### src/rtl/ro_ctrl_pkg.sv
`default_nettype none
// ----------------------------------------------------------------------------
// ro_ctrl_pkg - shared FSM encoding and geometry defaults for RO sweep control
// Revision: 1.0
// ----------------------------------------------------------------------------
package ro_ctrl_pkg;

  localparam int NUM_RO_DEF = 16;
  localparam int SEL_W_DEF  = 4;
  localparam int CFG_W_DEF  = 5;

  typedef enum logic [2:0] {
    IDLE    = 3'd0,
    SCAN    = 3'd1,
    SETUP   = 3'd2,
    SETTLE  = 3'd3,
    MEASURE = 3'd4,
    REPORT  = 3'd5
  } state_e;

endpackage
`default_nettype wire

### src/rtl/ro_edge_counter.sv
`default_nettype none
// ----------------------------------------------------------------------------
// ro_edge_counter - synchronizes the muxed RO clock and counts its rising edges
// Revision: 1.0
// ----------------------------------------------------------------------------
module ro_edge_counter
  import ro_ctrl_pkg::*;
#(
  parameter int CNT_W = 20
) (
  input  logic             clk_i,
  input  logic             rst_ni,
  input  logic             ro_clk_i,
  input  logic             edge_clr_i,
  input  logic             clr_i,
  input  logic             en_i,
  output logic [CNT_W-1:0] count_o,
  output logic             ovf_o
);

  logic             sync0_q, sync1_q, prev_q, edge_q;
  logic             edge_d;
  logic [CNT_W-1:0] count_q, count_d;
  logic             ovf_q, ovf_d;

  always_comb begin
    edge_d  = edge_clr_i ? 1'b0 : (sync1_q & ~prev_q);
    count_d = count_q;
    ovf_d   = ovf_q;
    if (clr_i) begin
      count_d = '0;
      ovf_d   = 1'b0;
    end else if (en_i && edge_q) begin
      if (&count_q) ovf_d = 1'b1;
      else          count_d = count_q + 1'b1;
    end
  end

  always_ff @(posedge clk_i) begin
    if (!rst_ni) begin
      sync0_q <= 1'b0;
      sync1_q <= 1'b0;
      prev_q  <= 1'b0;
      edge_q  <= 1'b0;
      count_q <= '0;
      ovf_q   <= 1'b0;
    end else begin
      sync0_q <= ro_clk_i;
      sync1_q <= sync0_q;
      prev_q  <= sync1_q;
      edge_q  <= edge_d;
      count_q <= count_d;
      ovf_q   <= ovf_d;
    end
  end

  // Next-state view so the caller can capture the edge landing on the final window cycle.
  assign count_o = count_d;
  assign ovf_o   = ovf_d;

endmodule
`default_nettype wire

### src/rtl/ro_sweep_controller.sv
`default_nettype none
// ----------------------------------------------------------------------------
// ro_sweep_controller - steps the RO mux through a mask and measures each one
// Revision: 1.0
// ----------------------------------------------------------------------------
module ro_sweep_controller
  import ro_ctrl_pkg::*;
#(
  parameter int NUM_RO        = NUM_RO_DEF,
  parameter int SEL_W         = SEL_W_DEF,
  parameter int CFG_W         = CFG_W_DEF,
  parameter int WIN_W         = 16,
  parameter int CNT_W         = 20,
  parameter int SETTLE_CYCLES = 64
) (
  input  logic              wb_clk_i,
  input  logic              wb_rst_ni,
  input  logic              go_i,
  input  logic              abort_i,
  input  logic [NUM_RO-1:0] ro_mask_i,
  input  logic [CFG_W-1:0]  cfg_i,
  input  logic [WIN_W-1:0]  window_i,
  input  logic              ro_clk_i,
  output logic [SEL_W-1:0]  ro_sel_o,
  output logic [CFG_W-1:0]  ro_cfg_o,
  output logic              ro_start_o,
  output logic              res_valid_o,
  input  logic              res_ready_i,
  output logic [SEL_W-1:0]  res_idx_o,
  output logic [CNT_W-1:0]  res_count_o,
  output logic              res_ovf_o,
  output logic              busy_o,
  output logic              done_o
);

  localparam logic [WIN_W-1:0] SETTLE_LAST = WIN_W'(SETTLE_CYCLES - 1);
  localparam logic [SEL_W-1:0] LAST_IDX    = SEL_W'(NUM_RO - 1);

  state_e              state_q, state_d;
  logic [SEL_W-1:0]    idx_q, idx_d, sel_q, sel_d, res_idx_q, res_idx_d;
  logic [NUM_RO-1:0]   mask_q, mask_d;
  logic [CFG_W-1:0]    cfg_q, cfg_d, rocfg_q, rocfg_d;
  logic [WIN_W-1:0]    win_q, win_d, timer_q, timer_d;
  logic                start_q, start_d, valid_q, valid_d, ovf_q, ovf_d, done_q, done_d;
  logic [CNT_W-1:0]    count_q, count_d;
  logic                hit;
  logic [SEL_W-1:0]    hit_idx;
  logic [CNT_W-1:0]    cnt_w;
  logic                ovf_w;

  ro_edge_counter #(.CNT_W(CNT_W)) u_cnt (
    .clk_i      (wb_clk_i),
    .rst_ni     (wb_rst_ni),
    .ro_clk_i   (ro_clk_i),
    .edge_clr_i (state_q == SETUP),
    .clr_i      (state_q == SETTLE),
    .en_i       (state_q == MEASURE),
    .count_o    (cnt_w),
    .ovf_o      (ovf_w)
  );

  // Lowest enabled oscillator at or above the current index.
  always_comb begin
    hit     = 1'b0;
    hit_idx = '0;
    for (int i = NUM_RO - 1; i >= 0; i--) begin
      if (mask_q[i] && (SEL_W'(i) >= idx_q)) begin
        hit     = 1'b1;
        hit_idx = SEL_W'(i);
      end
    end
  end

  always_comb begin
    state_d   = state_q;
    idx_d     = idx_q;
    mask_d    = mask_q;
    cfg_d     = cfg_q;
    win_d     = win_q;
    timer_d   = timer_q;
    sel_d     = sel_q;
    rocfg_d   = rocfg_q;
    start_d   = start_q;
    valid_d   = valid_q;
    res_idx_d = res_idx_q;
    count_d   = count_q;
    ovf_d     = ovf_q;
    done_d    = 1'b0;
    if (abort_i) begin
      state_d = IDLE;
      start_d = 1'b0;
      valid_d = 1'b0;
    end else begin
      case (state_q)
        IDLE: if (go_i) begin
          mask_d  = ro_mask_i;
          cfg_d   = cfg_i;
          win_d   = window_i;
          idx_d   = '0;
          state_d = SCAN;
        end
        SCAN: if (hit) begin
          idx_d   = hit_idx;
          sel_d   = hit_idx;
          rocfg_d = cfg_q;
          start_d = 1'b0;
          state_d = SETUP;
        end else begin
          done_d  = 1'b1;
          state_d = IDLE;
        end
        SETUP: begin
          start_d = 1'b1;
          timer_d = SETTLE_LAST;
          state_d = SETTLE;
        end
        SETTLE: if (timer_q == '0) begin
          timer_d = (win_q == '0) ? '0 : win_q - 1'b1;
          state_d = MEASURE;
        end else begin
          timer_d = timer_q - 1'b1;
        end
        MEASURE: if (timer_q == '0) begin
          valid_d   = 1'b1;
          res_idx_d = idx_q;
          count_d   = cnt_w;
          ovf_d     = ovf_w;
          state_d   = REPORT;
        end else begin
          timer_d = timer_q - 1'b1;
        end
        REPORT: if (res_ready_i) begin
          valid_d = 1'b0;
          start_d = 1'b0;
          if (idx_q == LAST_IDX) begin
            done_d  = 1'b1;
            state_d = IDLE;
          end else begin
            idx_d   = idx_q + 1'b1;
            state_d = SCAN;
          end
        end
        default: state_d = IDLE;
      endcase
    end
  end

  always_ff @(posedge wb_clk_i) begin
    if (!wb_rst_ni) begin
      state_q   <= IDLE;
      idx_q     <= '0;
      mask_q    <= '0;
      cfg_q     <= '0;
      win_q     <= '0;
      timer_q   <= '0;
      sel_q     <= '0;
      rocfg_q   <= '0;
      start_q   <= 1'b0;
      valid_q   <= 1'b0;
      res_idx_q <= '0;
      count_q   <= '0;
      ovf_q     <= 1'b0;
      done_q    <= 1'b0;
    end else begin
      state_q   <= state_d;
      idx_q     <= idx_d;
      mask_q    <= mask_d;
      cfg_q     <= cfg_d;
      win_q     <= win_d;
      timer_q   <= timer_d;
      sel_q     <= sel_d;
      rocfg_q   <= rocfg_d;
      start_q   <= start_d;
      valid_q   <= valid_d;
      res_idx_q <= res_idx_d;
      count_q   <= count_d;
      ovf_q     <= ovf_d;
      done_q    <= done_d;
    end
  end

  assign ro_sel_o    = sel_q;
  assign ro_cfg_o    = rocfg_q;
  assign ro_start_o  = start_q;
  assign res_valid_o = valid_q;
  assign res_idx_o   = res_idx_q;
  assign res_count_o = count_q;
  assign res_ovf_o   = ovf_q;
  assign busy_o      = (state_q != IDLE);
  assign done_o      = done_q;

endmodule
`default_nettype wire

### config.mk
export PLATFORM = sky130hd
export DESIGN_NAME = ro_sweep_controller
export DESIGN_NICKNAME = d
export VERILOG_FILES = /design/src/rtl/ro_ctrl_pkg.sv /design/src/rtl/ro_edge_counter.sv /design/src/rtl/ro_sweep_controller.sv
export SDC_FILE = /design/constraint.sdc
export NUM_CORES = 1
export LEC_CHECK = 0
export BUFFER_PORTS_ARGS = -buffer_cell sky130_fd_sc_hd__buf_2
export CORE_MARGIN = 5
export CORE_UTILIZATION = 52
export CTS_CLUSTER_SIZE = 30
export DETAILED_ROUTE_END_ITERATION = 8
export GPL_ROUTABILITY_DRIVEN = 0
export PLACE_DENSITY = 0.76
export SYNTH_ARGS = -nofsm -noshare
export SYNTH_HDL_FRONTEND = slang
export SYNTH_SLANG_ARGS = --single-unit
### constraint.sdc
create_clock -name wb_clk_i -period 2.4 [get_ports wb_clk_i]
set_clock_uncertainty 0.1 [all_clocks]
set_input_delay 0.48 -clock wb_clk_i [delete_from_list [all_inputs] [get_ports wb_clk_i]]
set_output_delay 0.48 -clock wb_clk_i [all_outputs]
set_load 0.02 [all_outputs]
# == Word level (Yosys, flattened, before mapping) ==
# Cells that the tools add are included.
# op_classes
n_addsub,4
multipliers,0
n_div,0
magnitude_cmp,16
n_eq_ne,13
n_shift,0
mux,63
bitwise_logic,4
n_reduce_logical,36
# ops
op,count
$mux W4,20
$mux W20,3
$mux W16,3
$pmux W16 S3,1
$ge A4 B4 Y1 const A,8
$logic_not A16 Y1,2
$sub A16 B1 Y16 const B,2
$mux W1,26
$add A20 B1 Y20 const B,1
$reduce_and A20 Y1,1
$pmux W3 S6,1
$reduce_and A3 Y1,6
$logic_and A1 B1 Y1,17
$ge A3 B4 Y1 const A,4
$ne A2 B2 Y1 const B,7
$mux W3,4
$pmux W4 S3,1
$reduce_bool A3 Y1,4
$ge A1 B4 Y1 const A,2
$ge A2 B4 Y1 const A,2
$eq A3 B2 Y1 const B,2
$eq A3 B3 Y1 const B,2
$reduce_and A6 Y1,1
$add A4 B1 Y4 const B,1
other kinds (11),15
# word_totals
regBits,122
latchBits,0
ram_bits,0
rom_bits,0
input_bits,43
out_inout_bits,38
elab_cells,156
memories,0

# == Logic depth before layout (Yosys ltp) ==
# Gate-level depths: netlist of run 1.
# logic_depth
ltp_word,20
mapped_depth,10
mapped_depth_nobuf,8

# == Cells and area by module ==
# Synthesis of run 1 repeated with hierarchy kept, for this count alone.
# unflattened
cells_unflattened,853
hier_area_um2,6692.7
# modules_own_cells
mod,n_inst,cells_per_inst,area_each_um2,seq_area_each_um2
ro_sweep_controller,1,656,5046.1,1941.9
ro_edge_counter,1,197,1646.6,500.5

# == Worst setup path before layout of run 1 ==
# Ideal clock, no wire load.
# synth_timing
kind,register to register
startpoint,reg idx_q[0]
endpoint,"reg rocfg_q[1], in the netlist ro_cfg_o[1]"
setup_time_ps,128
arrival_ps,2252
t_required_ps,2172
slack_ps,-80
path_stages_with_launch,10
n_path_buf,1
period_less_slack_ps,2480
path_cell_list,dfxtp_1 inv_1 ha_1 nand4b_1 a21oi_1 or3b_4 o41ai_4 buf_6 mux2i_1 nor2_1
# synth_between
elab_chain_cells,19
word_cells_on_any_way,49
classes_between,order compare: 16; mux: 16; reduce/logical: 17
# synth_lines
element,line,text
start: declaration,ro_sweep_controller.sv:40,"logic [SEL_W-1:0] idx_q, idx_d, sel_q, sel_d, res_idx_q, res_idx_d;"
start signal: assignment,ro_sweep_controller.sv:166,idx_q <= idx_d;
$ge A4 B4 Y1,ro_sweep_controller.sv:67,if (mask_q[i] && (SEL_W'(i) >= idx_q)) begin
$logic_and A1 B1 Y1,ro_sweep_controller.sv:67,
$mux W1 (15 in series),ro_sweep_controller.sv:67,
$mux W1 *,ro_sweep_controller.sv:67,
$reduce_and A3 Y1 (no source line) *,--,
end signal: assignment,ro_sweep_controller.sv:172,rocfg_q <= rocfg_d;
end: declaration,ro_sweep_controller.sv:42,"logic [CFG_W-1:0] cfg_q, cfg_d, rocfg_q, rocfg_d;"
# Every way passes the cells marked *; elsewhere a longest branch is shown, timed or not.
# A chain may end at the register's enable or synchronous reset.

# == Final worst setup path of run 1 ==
# Same ends and word-level chain as after synthesis.

==> results of run 1 <==
cells by family (layout without fill, tap and decap cells):
group / count (synthesis) / in the layout / share of synthesized area, %
flip-flops: 122 / 122 / 40.3
buffers and inverters: 57 / 175 / 3.89
AND/OR/NAND/NOR: 332 / 332 / 26.9
multiplexers: 11 / 11 / 1.82
AO/OA/AOI/OAI: 186 / 186 / 20.2
adder cells (fa/ha/maj): 9 / 9 / 1.86
XOR/XNOR: 35 / 35 / 5.06
state kept, by name, indices dropped and copies added (netlist names), 3 cells and up:
signal / count
idx_q: 4
cfg_q: 5
mask_q: 16
u_cnt.count_q: 20
timer_q: 16
win_q: 16
res_count_o: 20
ro_sel_o: 4
res_idx_o: 4
state_q: 3
ro_cfg_o: 5
metrics by stage:
step                cells  setup slack, ps  power (mW)
global route         1013             -133        5.75
floorplan             752             36.2        2.67
detailed placement    974             -112        2.90
global placement      974             12.9        2.87
finish               1013            -66.6        5.53
CTS                  1007             17.2        5.48
worst min-delay path by stage:
stage,startpoint,endpoint,slack (ps),cells past startpoint
detailed placement,u_cnt.prev_q,u_cnt.edge_q,280,1
global route,ro_clk_i,u_cnt.sync0_q,160,2
CTS,ro_clk_i,u_cnt.sync0_q,150,2
floorplan,u_cnt.prev_q,u_cnt.edge_q,270,1
global placement,u_cnt.prev_q,u_cnt.edge_q,290,1
finish,ro_clk_i,u_cnt.sync0_q,160,2
area by class of cell:
cell class	instances	area share [%]
multi-input cells	573	46.6
clock buffers	20	6.10
repair buffers	127	10.3
well taps	143	2.34
inverters	16	0.818
clock inverters	12	1.78
flip-flops and latches	122	32.0
where the power goes:
group | internal [mW] | leakage [nW] | switching [mW]
logic | 0.339 | 1.82 | 0.481
registers | 2.07 | 0.989 | 0.0557
clock network | 1.62 | 0.290 | 0.965
cell usage in the layout (no fill, tap or decap), types with 15 or more instances in the layout:
master	n
clkbuf_16	18
nand2_1	142
buf_2	80
o21ai_0	33
a21oi_1	70
dfxtp_1	119
xor2_1	20
nor2_1	58
nor3_1	26
nand3_1	27
buf_4	43
xnor2_1	15
per-layer routing:
| metal | GRT usage (%) | vias up |
|---|---|---|
| met2 | 38.1 | 268 |
| met1 | 28.3 | 2770 |
| li1 | - | 2884 |
| met3 | 6.30 | 48 |
| met4 | 9.89 | 0 |
| met5 | 0 | - |
timing repair:
action | in CTS | in global routing
pin swaps | 2 | 2
buffers inserted | 1 | 5
gates cloned | 0 | 1
endpoints found under the setup margin | 10 | 21
resized for setup | 6 | 34
==> summary.txt, run 1 <==
Synth
  • Warnings from Yosys: 0
  • Ys async rst share: 0%
  • Count leader, synth: nand2_1
  • Most common flop cell mapped by yosys: dfxtp_1
  • Yosys top cell area share: about 40%
  • Area contributors post-synth: dfxtp_1, nand2_1, a21oi_1
  • Post-Syn Instances: 752
  • Commonest cells in the netlist: nand2_1, dfxtp_1, a21oi_1
  • Mean Syn Cell Area: 8.05 um2
  • Yosys cell types: just under 80
  • EDFF count, synth: 0
  • Synth area leader: dfxtp_1
  • Syn_nets: about 800
  • Post-synthesis sequential area ratio: 40.3%
  • Seq cells post-synth: 122
  • Post-Synthesis Cell Area: around 0.0061 mm2

Finish
  • Layout area overhead: 26.3%
  • Final instance area: about 0.0076 mm2
  • Area of the multi-input gates: between 0.003 and 0.004 mm2
  • Final net count: 909
  • Share of cells above drive strength 1: between 20% and 30%
  • Sequential Area: between 0.002 and 0.0025 mm2
  • # fillers: between 900 and 1000
  • Antenna Cells: 0
  • Final core occ: 67.0%

Worst setup path
  • Worst path depth: 9
  • Crit path capture type: register
  • Slowest stage delay, CP: between 400 and 500 ps
  • Crit path DAT: between 2000 and 3000 ps
  • Crit path max-delay cell type: or3b_4
  • CP top delay family: simple AND/OR/NAND/NOR gates
  • RR Endpoint: ro_cfg_o[1]
  • R2r startpoint: idx_q[0]
  • Critical Path End: ro_cfg_o[1]
  • WP buf/inv: 2
  • CP startpoint kind: register
  • CP Class: register to register
  • CP startpoint: idx_q[0]
  • Crit-path cells: inv_4 -> ha_4 -> nand4b_1 -> a21oi_2 -> or3b_4 -> o41ai_4 -> clkbuf_16 -> mux2i_1 -> nor2_1
  • CP max FO: 5
  • Critical Path RT: between 2000 and 3000 ps
  • Worst R2R Path Depth: 9
  • Register-to-register setup slack: -70 ps

Power and ir drop
  • Leakage power total: slightly above 3 nW
  • Max VDD drop: approximately 0.00066 V
  • Pwr dens: 724 mW/mm2

Die
  • Die ar.: around 0.014 mm2
  • IO Pins: 81
  • Die height: between 100 and 150 um
  • Initial Util: 53.0%
  • Placeable Area: about 0.011 mm2
  • Rows: 39
  • Die width: 118 um

Clocking
  • TritonCTS clock tree: built
  • Clk_lat worst skew: ~420 ps
  • Root buf cell: clkbuf_16
  • Cts hold-fix bufs: 0
  • H-tree levels: 4
  • Clock transition at the registers of the reported paths: about 60 ps
  • CTS Sinks: ~120
  • CTS Buffer Depth: 2
  • Clock buffer count from CTS: 17

Global route
  • Antenna violations before repair: 0
  • Largest net degree at the start of global routing: 41
  • Total GRT Usage: between 20% and 30%
  • First-pass GRT wire length: approximately 27000 um
  • Vias in the first global route: around 5700
  • GRT overflow: 0

Run status
  • Failing checks: setup timing
  • Outcome: complete, but fails checks

STA
  • Minimum hold slack: between 150 and 200 ps
  • Endpoints failing hold: 0
  • RSZ-0062 raised after global routing: true
  • Worst slew pin tran: between 600 and 700 ps
  • Minimum clock period: approximately 2500 ps
  • Endpoints failing setup: 7
  • Peak Freq: 405 MHz
  • Fin crit share: 103%
  • TNS Setup: -196 ps
  • Slew Limit Fails: 0
  • Slew headroom: roughly 53%
  • Worst Slack Setup Final: -66.6 ps

Placement
  • Placed cell area: about 0.0068 mm2
  • # port buffers: 80
  • Dpl hpwl: between 10000 and 15000 um

Route
  • Max layer used: met4
  • Routed wl met3: 1150 um
  • WL met2: 8240 um
  • Post-route ant nets: 0
  • Vias: between 5000 and 6000
  • Drt wl/cell: about 17 um
  • Iteration-0 DRC Markers: ~600
  • Drt total wl: 16800 um
  • DRT met1 WL: about 7000 um
  • DR pass1 iterations: 5
  • Remaining DRCs: 0
  • Vias/cell: 5.89

Worst hold path
  • Worst hold path type: input pin to register

Job
  • Max_cap viols: 0
Power figures use the tool's default switching activity.
==> run 2, diff against run 1 <==
--- a/config.mk
+++ b/config.mk
@@ -5,13 +5,16 @@
 export SDC_FILE = /design/constraint.sdc
 export NUM_CORES = 1
 export LEC_CHECK = 0
+export ABC_AREA = 1
 export BUFFER_PORTS_ARGS = -buffer_cell sky130_fd_sc_hd__buf_2
 export CORE_MARGIN = 5
-export CORE_UTILIZATION = 52
+export CORE_UTILIZATION = 54
+export CTS_BUF_LIST = sky130_fd_sc_hd__clkbuf_4
 export CTS_CLUSTER_SIZE = 30
 export DETAILED_ROUTE_END_ITERATION = 8
 export GPL_ROUTABILITY_DRIVEN = 0
-export PLACE_DENSITY = 0.76
+export MAX_ROUTING_LAYER = met4
+export PLACE_DENSITY = 0.78
 export SYNTH_ARGS = -nofsm -noshare
 export SYNTH_HDL_FRONTEND = slang
 export SYNTH_SLANG_ARGS = --single-unit
==> run 2 against run 1 <==
Compared with the run above: the flow now finishes without violations; hold slack got worse by 120 ps; sequential cell count did not move; design area fell by 9.1%; area after synthesis rose by 1.1%; maximum frequency rose by 12%; final cell count rose by 9.0%; count of clock-buffer cells in the layout did not move; critical path depth rose by 4; sequential power rose by 7%; core utilization fell by 3.7 points; critical endpoint is now ro_sel_o[3]; largest cell class unchanged; largest power group is now sequential cells.
==> summary.txt, run 2 <==
Route
  • Post-route ant nets: 0
  • Vias: just under 6000
  • Drt wl/cell: roughly 13 um
  • DR pass1 iterations: 5
  • Vias/cell: between 5 and 6
  • Iteration-0 DRC Markers: 415
  • Remaining DRCs: 0
  • Drt total wl: approximately 15000 um

Clocking
  • Clock transition at the registers of the reported paths: 100 ps
  • Clk_lat worst skew: approximately 560 ps
  • TritonCTS clock tree: built
  • Root buf cell: clkbuf_4
  • Postcts setup bufs: 0
  • CTS Sinks: ~120
  • Clock buffer count from CTS: 17
  • CTS Buffer Depth: 2
  • H-tree levels: 4

Die
  • Rows: 38
  • Die height: 116 um
  • Die ar.: between 0.01 and 0.015 mm2
  • Placeable Area: ~0.011 mm2
  • Initial Util: a little under three fifths
  • IO Pins: between 80 and 90
  • Die width: between 100 and 150 um

Finish
  • Share of cells above drive strength 1: between 10% and 20%
  • Final net count: about 1000
  • Commonest non-fill, non-tap cell in the layout: nor2_1
  • # fillers: around 1000
  • Most frequent cells in the layout: nor2_1, dfxtp_1, o21ai_0, nand2_1, a21oi_1
  • Layout area overhead: 13.6%

STA
  • Slew headroom: a little under three fifths
  • TNS Setup: 0 ps
  • Minimum clock period: approximately 2200 ps
  • Fin crit share: 91.4%
  • Worst slew pin tran: approximately 650 ps
  • Slew Limit Fails: 0
  • Endpoints failing hold: 0
  • Endpoints failing setup: 0
  • Peak Freq: ~460 MHz
  • RSZ-0062 raised after global routing: false

Synth
  • Post-synthesis sequential area ratio: about two fifths
  • EDFF count, synth: 0
  • Post-Syn Instances: 870
  • Warnings from Yosys: 0
  • Ys async rst share: 0%
  • Post-Synthesis Cell Area: around 0.0061 mm2
  • Count leader, synth: nor2_1
  • Area contributors post-synth: dfxtp_1, nor2_1, o21ai_0
  • Most common flop cell mapped by yosys: dfxtp_1
  • Yosys top cell area share: between 30 and 40%
  • Yosys cell types: 43
  • Seq cells post-synth: roughly 120
  • Syn_nets: roughly 900
  • Synth area leader: dfxtp_1
  • Mean Syn Cell Area: 7.03 um2
  • Commonest cells in the netlist: nor2_1, dfxtp_1, o21ai_0

Global route
  • Vias in the first global route: ~5500
  • First-pass GRT wire length: between 20000 and 25000 um
  • Total GRT Usage: between 20% and 30%
  • Antenna violations before repair: 0
  • Largest net degree at the start of global routing: just over 70
  • GRT overflow: 0

Worst setup path
  • CP startpoint kind: register
  • Slowest stage delay, CP: 380 ps
  • Critical Path RT: approximately 2800 ps
  • Crit path DAT: about 2600 ps
  • Crit path top cell by count: nand3_1
  • Crit path capture type: register
  • Crit path max-delay cell type: dfxtp_1
  • CP max FO: 10
  • Crit-path cells: inv_2 -> ha_1 -> nor2_2 -> inv_1 -> o211ai_2 -> nand3_1 -> nor2_1 -> nand2_1 -> o21ai_4 -> nor2_4 -> inv_4 -> nand3_1 -> o21ai_0
  • CP Class: register to register

Power and ir drop
  • Leakage power total: approximately 3.2 nW
  • Total power: 4.97 mW
  • Max VDD drop: between 0.0004 and 0.0005 V
  • Pwr dens: approximately 720 mW/mm2

Placement
  • Dpl hpwl: between 10000 and 15000 um
  • # port buffers: 80

Job
  • Max_cap viols: 0

Worst hold path
  • Worst hold path type: input pin to register

Run status
  • Outcome: finished, final reports clean
==> run 2: layout make-up <==
type	count	area [um2]	area share [%]
inverters	81	308	4.43
diodes	1	2.50	0.0360
multi-input cells	635	3260	46.9
clock inverters	10	80.1	1.15
flip-flops and latches	122	2440	35.2
clock buffers	20	150	2.16
well taps	140	175	2.52
repair buffers	95	528	7.60
==> run 2: power by group <==
part           total (mW)  internal, mW  leakage, nW  switching, mW
Clock                1.26         0.520        0.127          0.744
Sequential           2.27          2.15        0.993          0.112
Combinational        1.44         0.510         2.03          0.934
==> run 2: what timing repair did <==
item / CTS / global route
hold buffers: 1 / 0
resized for setup: 0 / 7
endpoints found under the setup margin: 0 / 12
endpoints found under the hold margin: 1 / 0
==> run 2: critical path: cells and delay by family (launching register included) <==
family,cells,cell delay (ps)
AND/OR/NAND/NOR,6,670
AO/OA/AOI/OAI,3,470
flip-flops,1,380
buffers and inverters,3,280
adder cells (fa/ha/maj),1,210
==> run 2: cell families after synthesis <==
kind of cell / count (synthesis) / share of synthesized area, %
xor gates and xnor gates: 25 / 3.58
adders and majority gates: 9 / 1.84
AOI/OAI and AO/OA: 239 / 21.3
buffers and inverters: 113 / 7.22
DFF: 122 / 39.9
and+or+nand+nor: 362 / 26.2
==> run 2: worst paths after layout <==
kind	endpoint	from	slack (ps)	cells past startpoint
setup / recovery	ro_sel_o[3]	idx_q[0]	210	13
setup reg to reg	ro_sel_o[3]	idx_q[0]	210	13
hold reg to reg	u_cnt.sync1_q	u_cnt.sync0_q	340	2
hold / removal	mask_q[12]	ro_mask_i[12]	40	3
==> run 2: metrics by stage <==
step	cell area, um2	setup slack (ps)	instances	hold WS, ps	util, %
floorplan	6120	447	870	290	-
global placement	6680	297	1072	296	60.8
detailed placement	6680	177	1072	314	60.8
CTS	6920	126	1103	7.92	63.0
global route	6950	36.7	1103	16.5	63.3
finish	6950	206	1104	43.0	63.3
==> run 2: per-layer routing <==
layer	global-route usage (%)	wire length [um]	share of wire, %
met1	31.0	6860	47
met2	35.5	6590	45
met3	5.75	996	6.8
met4	7.42	242	1.6
met5	-	0	0
==> run 3, diff against run 2 <==
--- a/config.mk
+++ b/config.mk
@@ -12,9 +12,10 @@
 export CTS_BUF_LIST = sky130_fd_sc_hd__clkbuf_4
 export CTS_CLUSTER_SIZE = 30
 export DETAILED_ROUTE_END_ITERATION = 8
-export GPL_ROUTABILITY_DRIVEN = 0
+export GPL_ROUTABILITY_DRIVEN = 1
 export MAX_ROUTING_LAYER = met4
 export PLACE_DENSITY = 0.78
+export REMOVE_ABC_BUFFERS = 1
 export SYNTH_ARGS = -nofsm -noshare
 export SYNTH_HDL_FRONTEND = slang
 export SYNTH_SLANG_ARGS = --single-unit
==> run 3 against run 2 <==
Compared with the run above: combinational power hardly changed; clock power increased by 31%; hold slack better by 33 ps; die area is the same; global-route usage decreased by 0.16 points; design area increased by 1.4%; sequential power is essentially flat; highest routed layer unchanged; sequential cell count did not move; sequential share of layout area down 0.50 points; register-to-register slack got worse by 30 ps; total power up 7.4%.
==> summary.txt, run 3 (synthesis results as in run 2) <==
STA
  • Fin crit share: between 90% and 100%
  • RSZ-0062 raised after global routing: true
  • Worst slew pin tran: 681 ps
  • Endpoints failing setup: 0
  • Minimum clock period: approximately 2200 ps
  • TNS Setup: 0 ps
  • Endpoints failing hold: 0
  • Slew Limit Fails: 0
  • Slew headroom: between 50% and 60%
  • Peak Freq: between 400 and 500 MHz

Power and ir drop
  • Pwr dens: 757 mW/mm2
  • Max VDD drop: roughly 0.00066 V
  • Leakage power total: about 3.2 nW

Finish
  • Layout area overhead: 15.2%
  • # fillers: approximately 1000
  • Most frequent cells in the layout: nor2_1, dfxtp_1, o21ai_0, nand2_1, a21oi_1
  • Final net count: 1007
  • Antenna Cells: 0
  • Final instance area: ~0.0071 mm2
  • Share of cells above drive strength 1: 18.9%
  • Commonest non-fill, non-tap cell in the layout: nor2_1

Placement
  • Placed cell area: approximately 0.0067 mm2
  • # port buffers: 80
  • Dpl hpwl: about 11000 um
  • Routability Congestion: 0.940

Worst setup path
  • RR Endpoint: ro_cfg_o[0]
  • Crit path top cell by count: nor2_1
  • Crit path DAT: between 2000 and 3000 ps
  • R2r startpoint: idx_q[0]
  • Worst R2R Path Depth: 13
  • Crit path max-delay cell type: dfxtp_1
  • Crit-path cells: inv_1 -> ha_1 -> nor2_2 -> inv_1 -> o211ai_2 -> nand3_1 -> nor2_1 -> nand2_1 -> o21ai_2 -> nor2_4 -> inv_4 -> nor2_1 -> nor2_1
  • CP Class: register to register
  • CP startpoint: idx_q[0]
  • Register-to-register setup slack: ~170 ps
  • Critical Path RT: between 2000 and 3000 ps
  • Crit path capture type: register
  • Slowest stage delay, CP: between 300 and 400 ps
  • CP startpoint kind: register
  • CP max FO: 10

Global route
  • GRT overflow: 0
  • Antenna violations before repair: 0
  • First-pass GRT wire length: 24700 um
  • Vias in the first global route: ~5400
  • Largest net degree at the start of global routing: 49
  • Total GRT Usage: a little under a quarter

Die
  • Die ar.: ~0.014 mm2
  • Rows: 38
  • Die width: around 120 um
  • Initial Util: between 50% and 60%
  • IO Pins: 81
  • Die height: around 120 um
  • Placeable Area: 0.0110 mm2

Route
  • Drt total wl: 14800 um
  • Post-route ant nets: 0
  • Iteration-0 DRC Markers: around 370
  • Remaining DRCs: 0
  • Vias/cell: 5.35
  • DR pass1 iterations: 5
  • Drt wl/cell: ~13 um
  • Vias: between 5000 and 6000

Run status
  • Outcome: finished, final reports clean

Clocking
  • CTS Sinks: about 120
  • Clock buffer count from CTS: 17
  • Clock transition at the registers of the reported paths: ~110 ps
  • TritonCTS clock tree: built
  • H-tree levels: 4
  • Root buf cell: clkbuf_4
  • CTS Buffer Depth: 2
  • Clk_lat worst skew: ~520 ps

Job
  • Max_cap viols: 0

Worst hold path
  • Hold path cells: 3
  • Worst hold path type: input pin to register
  • Min-Delay Endpoint: cfg_q[2]
  • Hold_sp: cfg_i[2]
==> run 3: what timing repair did <==
| action | 4_1_cts | 5_1_grt |
|---|---|---|
| hold endpoints to repair | 0 | 1 |
| endpoints found under the setup margin | 0 | 28 |
| hold buffers | 0 | 1 |
| resized for setup | 0 | 3 |
| buffers inserted | 0 | 3 |
==> run 3: stage by stage <==
| stage | worst slack, ps | total power [mW] | utilization [%] | hold WS (ps) | cells |
|---|---|---|---|---|---|
| final | 173 | 5.34 | 64.2 | 75.8 | 1108 |
| after global routing | -19.6 | 5.65 | 64.2 | 34.1 | 1108 |
| after CTS | 139 | 5.34 | 63.8 | 12.6 | 1104 |
| after detailed placement | 184 | 3.70 | 60.8 | 310 | 1072 |
| after global placement | 230 | 3.69 | 60.8 | 293 | 1072 |
| after floorplan | -719 | 3.29 | - | 290 | 838 |
==> run 3: worst max-delay path by stage <==
stage	depth (start not counted)	endpoint
finish	13	ro_cfg_o[0]
global route	13	ro_sel_o[3]
CTS	11	ro_cfg_o[0]
detailed placement	11	ro_sel_o[3]
global placement	11	ro_sel_o[3]
floorplan	6	win_q[0]
==> run 3: final cells by class <==
| class | instances | area, um2 | area share (%) |
|---|---|---|---|
| clock buffers | 18 | 135 | 1.92 |
| clock inverters | 14 | 194 | 2.75 |
| inverters | 81 | 308 | 4.37 |
| multi-input cells | 635 | 3240 | 46.0 |
| flip-flops and latches | 122 | 2440 | 34.7 |
| well taps | 140 | 175 | 2.48 |
| repair buffers | 98 | 551 | 7.81 |
==> run 3: metal layers <==
layer / up-vias / GRT usage [%] / wire length [um] / part of all wire [%]
met4: 0 / 6.34 / 177 / 1.2
li1: 3074 / - / - / -
met1: 2689 / 30.4 / 7080 / 48
met5: - / - / 0 / 0
met2: 150 / 37.0 / 6820 / 46
met3: 18 / 4.72 / 729 / 4.9
==> run 3: report_power, final <==
part           internal, mW  switching (mW)
clock network         0.841           0.808
registers              2.15           0.111
logic                 0.497           0.930
total                  3.49            1.85
==> run 3: worst max-delay path, delay by kind of cell, from the launching register on <==
kind / cells / cell delay (ps)
DFF: 1 / 380
and+or+nand+nor: 7 / 760
buffers and inverters: 3 / 310
AOI/OAI and AO/OA: 2 / 390
adders and majority gates: 1 / 230
